$ cat config.mk
export PLATFORM = sky130hd
export DESIGN_NAME = csr_regfile
export DESIGN_NICKNAME = d
export VERILOG_FILES = /design/src/rtl/csr_pkg.sv /design/src/rtl/csr_counter64.sv /design/src/rtl/csr_regfile.sv
export SDC_FILE = /design/constraint.sdc
export NUM_CORES = 1
export LEC_CHECK = 0
export CORE_ASPECT_RATIO = 2
export CORE_MARGIN = 8
export CORE_UTILIZATION = 50
export CTS_CLUSTER_SIZE = 25
export DETAILED_ROUTE_END_ITERATION = 10
export PLACE_DENSITY = 0.92
export SYNTH_ARGS = -nofsm -noshare
export SYNTH_HDL_FRONTEND = slang
export SYNTH_SLANG_ARGS = --single-unit
$ cat constraint.sdc
create_clock -name clk -period 7.8 [get_ports clk]
set_clock_uncertainty 0.05 [all_clocks]
set_input_delay 1.95 -clock clk [delete_from_list [all_inputs] [get_ports clk]]
set_output_delay 1.95 -clock clk [all_outputs]
set_load 0.05 [all_outputs]
$ cat src/rtl/csr_pkg.sv
// CSR address map, mstatus field positions and reset constants shared by the
// machine-mode CSR file and its testbench.
package csr_pkg;

    localparam logic [11:0] CSR_MSTATUS   = 12'h300;
    localparam logic [11:0] CSR_MISA      = 12'h301;
    localparam logic [11:0] CSR_MTVEC     = 12'h305;
    localparam logic [11:0] CSR_MSCRATCH  = 12'h340;
    localparam logic [11:0] CSR_MEPC      = 12'h341;
    localparam logic [11:0] CSR_MCAUSE    = 12'h342;
    localparam logic [11:0] CSR_MHARTID   = 12'hF14;
    localparam logic [11:0] CSR_MCYCLE    = 12'hB00;
    localparam logic [11:0] CSR_MCYCLEH   = 12'hB80;
    localparam logic [11:0] CSR_MINSTRET  = 12'hB02;
    localparam logic [11:0] CSR_MINSTRETH = 12'hB82;
    localparam logic [11:0] CSR_CYCLE     = 12'hC00;
    localparam logic [11:0] CSR_CYCLEH    = 12'hC80;
    localparam logic [11:0] CSR_INSTRET   = 12'hC02;
    localparam logic [11:0] CSR_INSTRETH  = 12'hC82;

    localparam int MSTATUS_MIE  = 3;
    localparam int MSTATUS_MPIE = 7;

    // MPP is hardwired to machine mode; MIE/MPIE clear.
    localparam logic [31:0] MSTATUS_RESET = 32'h0000_1800;

    // Architectural mstatus view built from the two stored enable bits.
    function automatic logic [31:0] mstatus_value(input logic mie, input logic mpie);
        logic [31:0] v;
        v               = MSTATUS_RESET;
        v[MSTATUS_MIE]  = mie;
        v[MSTATUS_MPIE] = mpie;
        return v;
    endfunction

endpackage

$ cat src/rtl/csr_counter64.sv
// 64-bit event counter with increment enable and independent 32-bit half
// write ports. A write to either half takes precedence over the increment.
module csr_counter64 (
    input  logic        clk,
    input  logic        rst_n,
    input  logic        inc_en,
    input  logic        wr_lo,
    input  logic        wr_hi,
    input  logic [31:0] wdata,
    output logic [63:0] count
);

    logic [63:0] count_q;
    logic [63:0] count_d;

    // Half writes replace only their half; otherwise count up with carry.
    always_comb begin
        count_d = count_q;
        if (wr_lo || wr_hi) begin
            if (wr_lo) count_d[31:0]  = wdata;
            if (wr_hi) count_d[63:32] = wdata;
        end else if (inc_en) begin
            count_d = count_q + 64'd1;
        end
    end

    // Counter state register.
    always_ff @(posedge clk or negedge rst_n) begin
        if (!rst_n) count_q <= '0;
        else        count_q <= count_d;
    end

    assign count = count_q;

endmodule

$ cat src/rtl/csr_regfile.sv
// Machine-mode CSR file: combinational read/illegal decode, write commit,
// trap capture and mret restore. The 64-bit cycle/instret counters exist
// only when CSR_COUNTERS_EN is defined; otherwise their addresses decode as
// unimplemented.
module csr_regfile
    import csr_pkg::*;
#(
    parameter logic [31:0] HART_ID      = 32'h0000_0000,
    parameter logic [31:0] RESET_VECTOR = 32'h0000_0000,
    parameter logic [31:0] MISA_VALUE   = 32'h4000_0100
) (
    input  logic        clk,
    input  logic        rst_n,
    input  logic [11:0] csr_addr,
    input  logic        csr_read,
    input  logic        csr_write,
    input  logic [31:0] csr_wdata,
    output logic [31:0] csr_rdata,
    output logic        csr_illegal,
    input  logic        instr_retire,
    input  logic        trap_valid,
    input  logic [31:0] trap_cause,
    input  logic [31:0] trap_pc,
    input  logic        mret,
    output logic [31:0] trap_vector,
    output logic [31:0] epc,
    output logic        irq_enable
);

    logic        mie_q, mie_d;
    logic        mpie_q, mpie_d;
    logic [29:0] mtvec_q, mtvec_d;
    logic [29:0] mepc_q, mepc_d;
    logic [31:0] mscratch_q, mscratch_d;
    logic [31:0] mcause_q, mcause_d;

    logic        addr_impl;
    logic [31:0] rdata;
    logic        wr_ok;
    logic [1:0]  unused_trap_pc_lo;

    assign unused_trap_pc_lo = trap_pc[1:0];

`ifdef CSR_COUNTERS_EN
    logic [63:0] mcycle;
    logic [63:0] minstret;
`else
    logic unused_instr_retire;
    assign unused_instr_retire = instr_retire;
`endif

    // Address decode: value of the addressed CSR and whether it exists.
    always_comb begin
        addr_impl = 1'b1;
        rdata     = '0;
        case (csr_addr)
            CSR_MSTATUS:  rdata = mstatus_value(mie_q, mpie_q);
            CSR_MISA:     rdata = MISA_VALUE;
            CSR_MTVEC:    rdata = {mtvec_q, 2'b00};
            CSR_MSCRATCH: rdata = mscratch_q;
            CSR_MEPC:     rdata = {mepc_q, 2'b00};
            CSR_MCAUSE:   rdata = mcause_q;
            CSR_MHARTID:  rdata = HART_ID;
`ifdef CSR_COUNTERS_EN
            CSR_MCYCLE,    CSR_CYCLE:    rdata = mcycle[31:0];
            CSR_MCYCLEH,   CSR_CYCLEH:   rdata = mcycle[63:32];
            CSR_MINSTRET,  CSR_INSTRET:  rdata = minstret[31:0];
            CSR_MINSTRETH, CSR_INSTRETH: rdata = minstret[63:32];
`endif
            default:      addr_impl = 1'b0;
        endcase
    end

    // Address space 0xC00-0xFFF is read-only, so any write there is illegal.
    assign csr_illegal = (csr_read | csr_write) &
                         (~addr_impl | (csr_write & (csr_addr[11:10] == 2'b11)));
    assign wr_ok       = csr_write & ~csr_illegal;
    assign csr_rdata   = rdata;

    // Next state: CSR write first, then mret, then trap, so later overrides win.
    always_comb begin
        mie_d      = mie_q;
        mpie_d     = mpie_q;
        mtvec_d    = mtvec_q;
        mepc_d     = mepc_q;
        mscratch_d = mscratch_q;
        mcause_d   = mcause_q;
        if (wr_ok) begin
            case (csr_addr)
                CSR_MSTATUS: begin
                    mie_d  = csr_wdata[MSTATUS_MIE];
                    mpie_d = csr_wdata[MSTATUS_MPIE];
                end
                CSR_MTVEC:    mtvec_d    = csr_wdata[31:2];
                CSR_MSCRATCH: mscratch_d = csr_wdata;
                CSR_MEPC:     mepc_d     = csr_wdata[31:2];
                CSR_MCAUSE:   mcause_d   = csr_wdata;
                default: ;
            endcase
        end
        if (mret) begin
            mie_d  = mpie_q;
            mpie_d = 1'b1;
        end
        if (trap_valid) begin
            mepc_d   = trap_pc[31:2];
            mcause_d = trap_cause;
            mpie_d   = mie_q;
            mie_d    = 1'b0;
        end
    end

    // Architectural CSR state registers.
    always_ff @(posedge clk or negedge rst_n) begin
        if (!rst_n) begin
            mie_q      <= 1'b0;
            mpie_q     <= 1'b0;
            mtvec_q    <= RESET_VECTOR[31:2];
            mepc_q     <= '0;
            mscratch_q <= '0;
            mcause_q   <= '0;
        end else begin
            mie_q      <= mie_d;
            mpie_q     <= mpie_d;
            mtvec_q    <= mtvec_d;
            mepc_q     <= mepc_d;
            mscratch_q <= mscratch_d;
            mcause_q   <= mcause_d;
        end
    end

`ifdef CSR_COUNTERS_EN
    csr_counter64 u_mcycle (
        .clk    (clk),
        .rst_n  (rst_n),
        .inc_en (1'b1),
        .wr_lo  (wr_ok & (csr_addr == CSR_MCYCLE)),
        .wr_hi  (wr_ok & (csr_addr == CSR_MCYCLEH)),
        .wdata  (csr_wdata),
        .count  (mcycle)
    );

    csr_counter64 u_minstret (
        .clk    (clk),
        .rst_n  (rst_n),
        .inc_en (instr_retire),
        .wr_lo  (wr_ok & (csr_addr == CSR_MINSTRET)),
        .wr_hi  (wr_ok & (csr_addr == CSR_MINSTRETH)),
        .wdata  (csr_wdata),
        .count  (minstret)
    );
`endif

    assign trap_vector = {mtvec_q, 2'b00};
    assign epc         = {mepc_q, 2'b00};
    assign irq_enable  = mie_q;

endmodule

# [After elaboration in Yosys (flattened, before gate mapping)]
# Index checks and enable logic that the tools add are counted.
[totals] mem_count=0 elab_cells=48 rom_bits=0 reg_bits=126 out_inout_bits=98 ramBits=0 latchBits=0 inputBits=115
[classes] n_shift=0 n_mux=16 reduce_logical=11 addsub=0 order_cmp=0 n_bitwise=7 div_mod_pow=0 eq_ne=8 n_mul=0
[op_table] op="$pmux W32 S6" n=1
[op_table] op="$mux W32" n=3
[op_table] op="$mux W30" n=3
[op_table] op="$eq A12 B10 Y1 const B" n=6
[op_table] op="$eq A12 B12 Y1 const B" n=1
[op_table] op="$reduce_and A2 Y1" n=5
[op_table] op="$mux W1" n=9
[op_table] op="$reduce_or A7 Y1" n=1
[op_table] op="$reduce_bool A2 Y1" n=3
[op_table] op="$reduce_bool A3 Y1" n=2
[op_table] op="$and A1 B1 Y1" n=3
[op_table] op="$eq A2 B2 Y1 const B" n=1
[op_table] op="$not A1 Y1" n=2
[op_table] op="$or A1 B1 Y1" n=2

# [Depth between registers and ports, before layout]
[depth] ltp_word=11 ltp_mapped=8 ltp_nobuf=4

# [Worst setup path before layout]
# No wires, ideal clock.
[synth_timing] kind="input port to output port" from="input csr_addr[5]" to="output csr_rdata[0]" arrival_ns=3.938 cell_stages=6 required_time_ns=5.800 slack_ns=1.862 cell_sequence="or4_4 buf_6 or3_1 buf_6 buf_2 nor2_1"
[synth_between] elab_chain_len=2 elab_cells_between_ends=7 cone_classes="eq/ne (6); mux (1)"
[synth_lines] element="start: declaration" line="csr_regfile.sv:14" rtl="input logic [11:0] csr_addr,"
[synth_lines] element="$eq A12 B10 Y1" line="csr_regfile.sv:56" rtl="case (csr_addr)"
[synth_lines] element="$pmux W32 S6 (*)" line="csr_regfile.sv:56"
[synth_lines] element="end: declaration" line="csr_regfile.sv:18" rtl="output logic [31:0] csr_rdata,"
# Every way passes the cells marked *; elsewhere a longest branch is shown, timed or not.

# [Final worst setup path]
[layout_timing] from="input csr_addr[10]" to="output csr_rdata[0]"
# The elaborated chain is that of the path after synthesis.

==> results_dict.tcl <==
set metrics [dict create \
    nets 860 \
    io_buffers 205 \
    ys_ff_latch 126 \
    routed_wl_mm 21.9 \
    power_mw 1.78 \
    p_seq_frac 0.398 \
    final_cell_mix "173 x clkdlybuf4s50_1, 126 x dfrtp_1, 64 x nand2_1, 62 x mux2i_1, 35 x mux2_1" \
    drcViolationCount 0 \
    hold_path.class "flop to flop" \
    swShare 0.259 \
    hold_viol 0 \
    layout-drive-gt1-share 0.146 \
    clockBufferDepth 2 \
    fmax_mhz 143 \
    cp.arrival_ps 4990 \
    fin_area_um2 9330 \
    setup-tns-final_ps 0 \
    clock_latency_ps 410 \
    routed_via_density 6.14 \
    p_per_area_nw_per_um2 191 \
    r2r_cells 3 \
    dpl_cell_area_um2 8700 \
    dpl.hpwl_mm 14.8 \
    power.combinational.fraction 0.136 \
    track_usage 0.262 \
    period_share 0.897 \
    fillerInstances 779 \
    placedCellCount 876 \
    fin_crit_ps 6990 \
    final-max-slew-violation-count 0 \
    max_cap_violations 0 \
    r2r-end "mpie_q" \
    power_frac_clock 0.466 \
    stdcell_count 909 \
    min_from "mscratch_q[7]" \
    cts_max_level 4 \
    cts_resized 0 \
    std_cell_rows 58 \
    die_area_um2 16800 \
    syn_inst 559 \
    first_pass_iters 6 \
    rsz0062_at_grt "false" \
    leakage_nw 3.93 \
    cts_made_buffers 17 \
    worst_pin_slew_ps 1070 \
    endpoint "csr_rdata[0]" \
    grt_antenna_before_repair 1 \
    whs_ps 447 \
    grt_max_degree 73 \
    final_common_cell "clkdlybuf4s50_1" \
    p_sw_uw 460 \
    ys_async_sr_fraction 1.00 \
    yosysWarnings 0 \
    cts_setup_buffers 0 \
    path_max_fanout 20 \
    critPathLaunch "csr_addr[10]" \
    cts_tree "yes" \
    cp-end-kind "output pin" \
    core-area_um2 12600 \
    grt_pass1_wl_mm 33.6 \
    ys_seq_area_frac 0.494 \
    ir_worst_vdd_mv 0.177 \
    cp_data_required_time_ps 5800 \
    slew_headroom 0.286 \
    synth_edf_count 0 \
    outcome "finished, final reports clean" \
    die_height_um 176 \
    boundaryPins 213 \
    initial_utilization 0.508 \
    holdBufCountCts 0 \
    area_growth_pct 46.3 \
    grt_pass1_vias 6106 \
    gr-total-overflow 0 \
    synth_cell_type_count 46 \
    worstSetupStartpointType "primary input" \
    wl_per_cell_um 24.1 \
    clkTransAtPathRegs_ps 50 \
    reg2reg_from "mpie_q" \
    fp.dieW_um 95.9 \
    cts_sinks 126 \
    synth_area_um2 6380 \
    cts-root-buf "clkbuf_16" \
    critical_path_class "primary input to output pin" \
    ant_nets 0 \
    synth_top_flop_cell "dfrtp_1" \
    avgSynthCellArea_um2 11.4 \
    intPower_mw 1.32 \
    setup_viol 0 \
    regToRegSetupSlack_ps 6740 \
    drt_iter0_markers 351 \
    vias 5585 \
    place.gp.congestion 0.831 \
]
==> critical path: stages <==
cell             delay, ps
clkdlybuf4s50_1        480
or4_4                  600
or3_1                  820
nor2_1                 250
clkdlybuf4s50_1        880
==> cell type report <==
type | instances | area [um2] | share of cell area
antenna | 1 | 2.50 | 0.000268
timing repair buffer | 214 | 2410 | 0.259
sequential | 126 | 3150 | 0.338
multi-input combinational | 384 | 2940 | 0.315
inverter | 2 | 7.51 | 0.000805
clock buffer | 21 | 470 | 0.0504
tap | 150 | 188 | 0.0201
clock inverter | 11 | 155 | 0.0166
==> kinds of logic after synthesis <==
| logic type | after synthesis | synth area share |
|---|---|---|
| AND/OR/NAND/NOR | 123 | 0.0995 |
| AO/OA/AOI/OAI | 133 | 0.146 |
| flip-flops | 126 | 0.494 |
| buffers and inverters | 52 | 0.0532 |
| other | 1 | 0.000588 |
| multiplexers | 124 | 0.207 |
==> worst min-delay path by stage <==
stage                                 to  slack (ps)  depth (start not counted)
after global placement    mscratch_q[11]         420                          1
after global routing       mscratch_q[1]         460                          1
after floorplan           mscratch_q[10]         410                          1
final                      mscratch_q[7]         450                          1
after detailed placement   mscratch_q[9]         440                          1
after CTS                  mscratch_q[1]         450                          1
==> routing by layer <==
layer | routed length, um | track usage
met1 | 7540 | 0.273
met2 | 11700 | 0.447
met3 | 1380 | 0.0535
met4 | 1280 | 0.188
met5 | 0 | 0
==> registers in the layout, indices dropped and copies added, names as in the netlist <==
| signal | count |
|---|---|
| irq_enable | 1 |
| mcause_q | 32 |
| mepc_q | 30 |
| mpie_q | 1 |
| mscratch_q | 32 |
| mtvec_q | 30 |
==> synth_stat cells (2+ instances only) <==
| library cell | instances | area [um2] |
|---|---|---|
| mux2_1 | 35 | 394 |
| nor4b_2 | 2 | 30.0 |
| mux2_2 | 27 | 304 |
| and4bb_2 | 2 | 25.0 |
| inv_1 | 2 | 7.51 |
| o21ai_0 | 32 | 160 |
| a22oi_1 | 26 | 195 |
| and3_1 | 2 | 12.5 |
| nand2_1 | 64 | 240 |
| a211o_1 | 2 | 17.5 |
| dfrtp_1 | 126 | 3150 |
| buf_8 | 2 | 30.0 |
| clkbuf_1 | 23 | 86.3 |
| a32oi_1 | 2 | 17.5 |
| nor2_1 | 34 | 128 |
| nor4bb_1 | 3 | 30.0 |
| a222oi_1 | 4 | 40.0 |
| a21oi_1 | 3 | 15.0 |
| o21ai_1 | 30 | 150 |
| buf_4 | 9 | 67.6 |
| buf_6 | 11 | 124 |
| nand2b_1 | 3 | 18.8 |
| a221o_1 | 28 | 280 |
| buf_2 | 4 | 20.0 |
| mux2i_1 | 62 | 621 |
==> per-stage QoR <==
| step | utilization | setup slack (ps) |
|---|---|---|
| 5_1_grt | 0.743 | 724 |
| 3_5_place_dp | 0.693 | 800 |
| 6_report | 0.743 | 807 |
| 4_1_cts | 0.743 | 777 |
| 3_3_place_gp | 0.693 | 857 |
| 2_1_floorplan | - | 1860 |
==> power groups by stage <==
| stage | clock [mW] | combinational (mW) | sequential (mW) |
|---|---|---|---|
| final | 0.829 | 0.241 | 0.708 |
| after global routing | 0.866 | 0.256 | 0.711 |
| after CTS | 0.837 | 0.242 | 0.708 |
| after detailed placement | 0 | 0.239 | 0.719 |
| after global placement | 0 | 0.231 | 0.715 |
| after floorplan | 0 | 0.0605 | 0.765 |
Power figures use the tool's default switching activity.
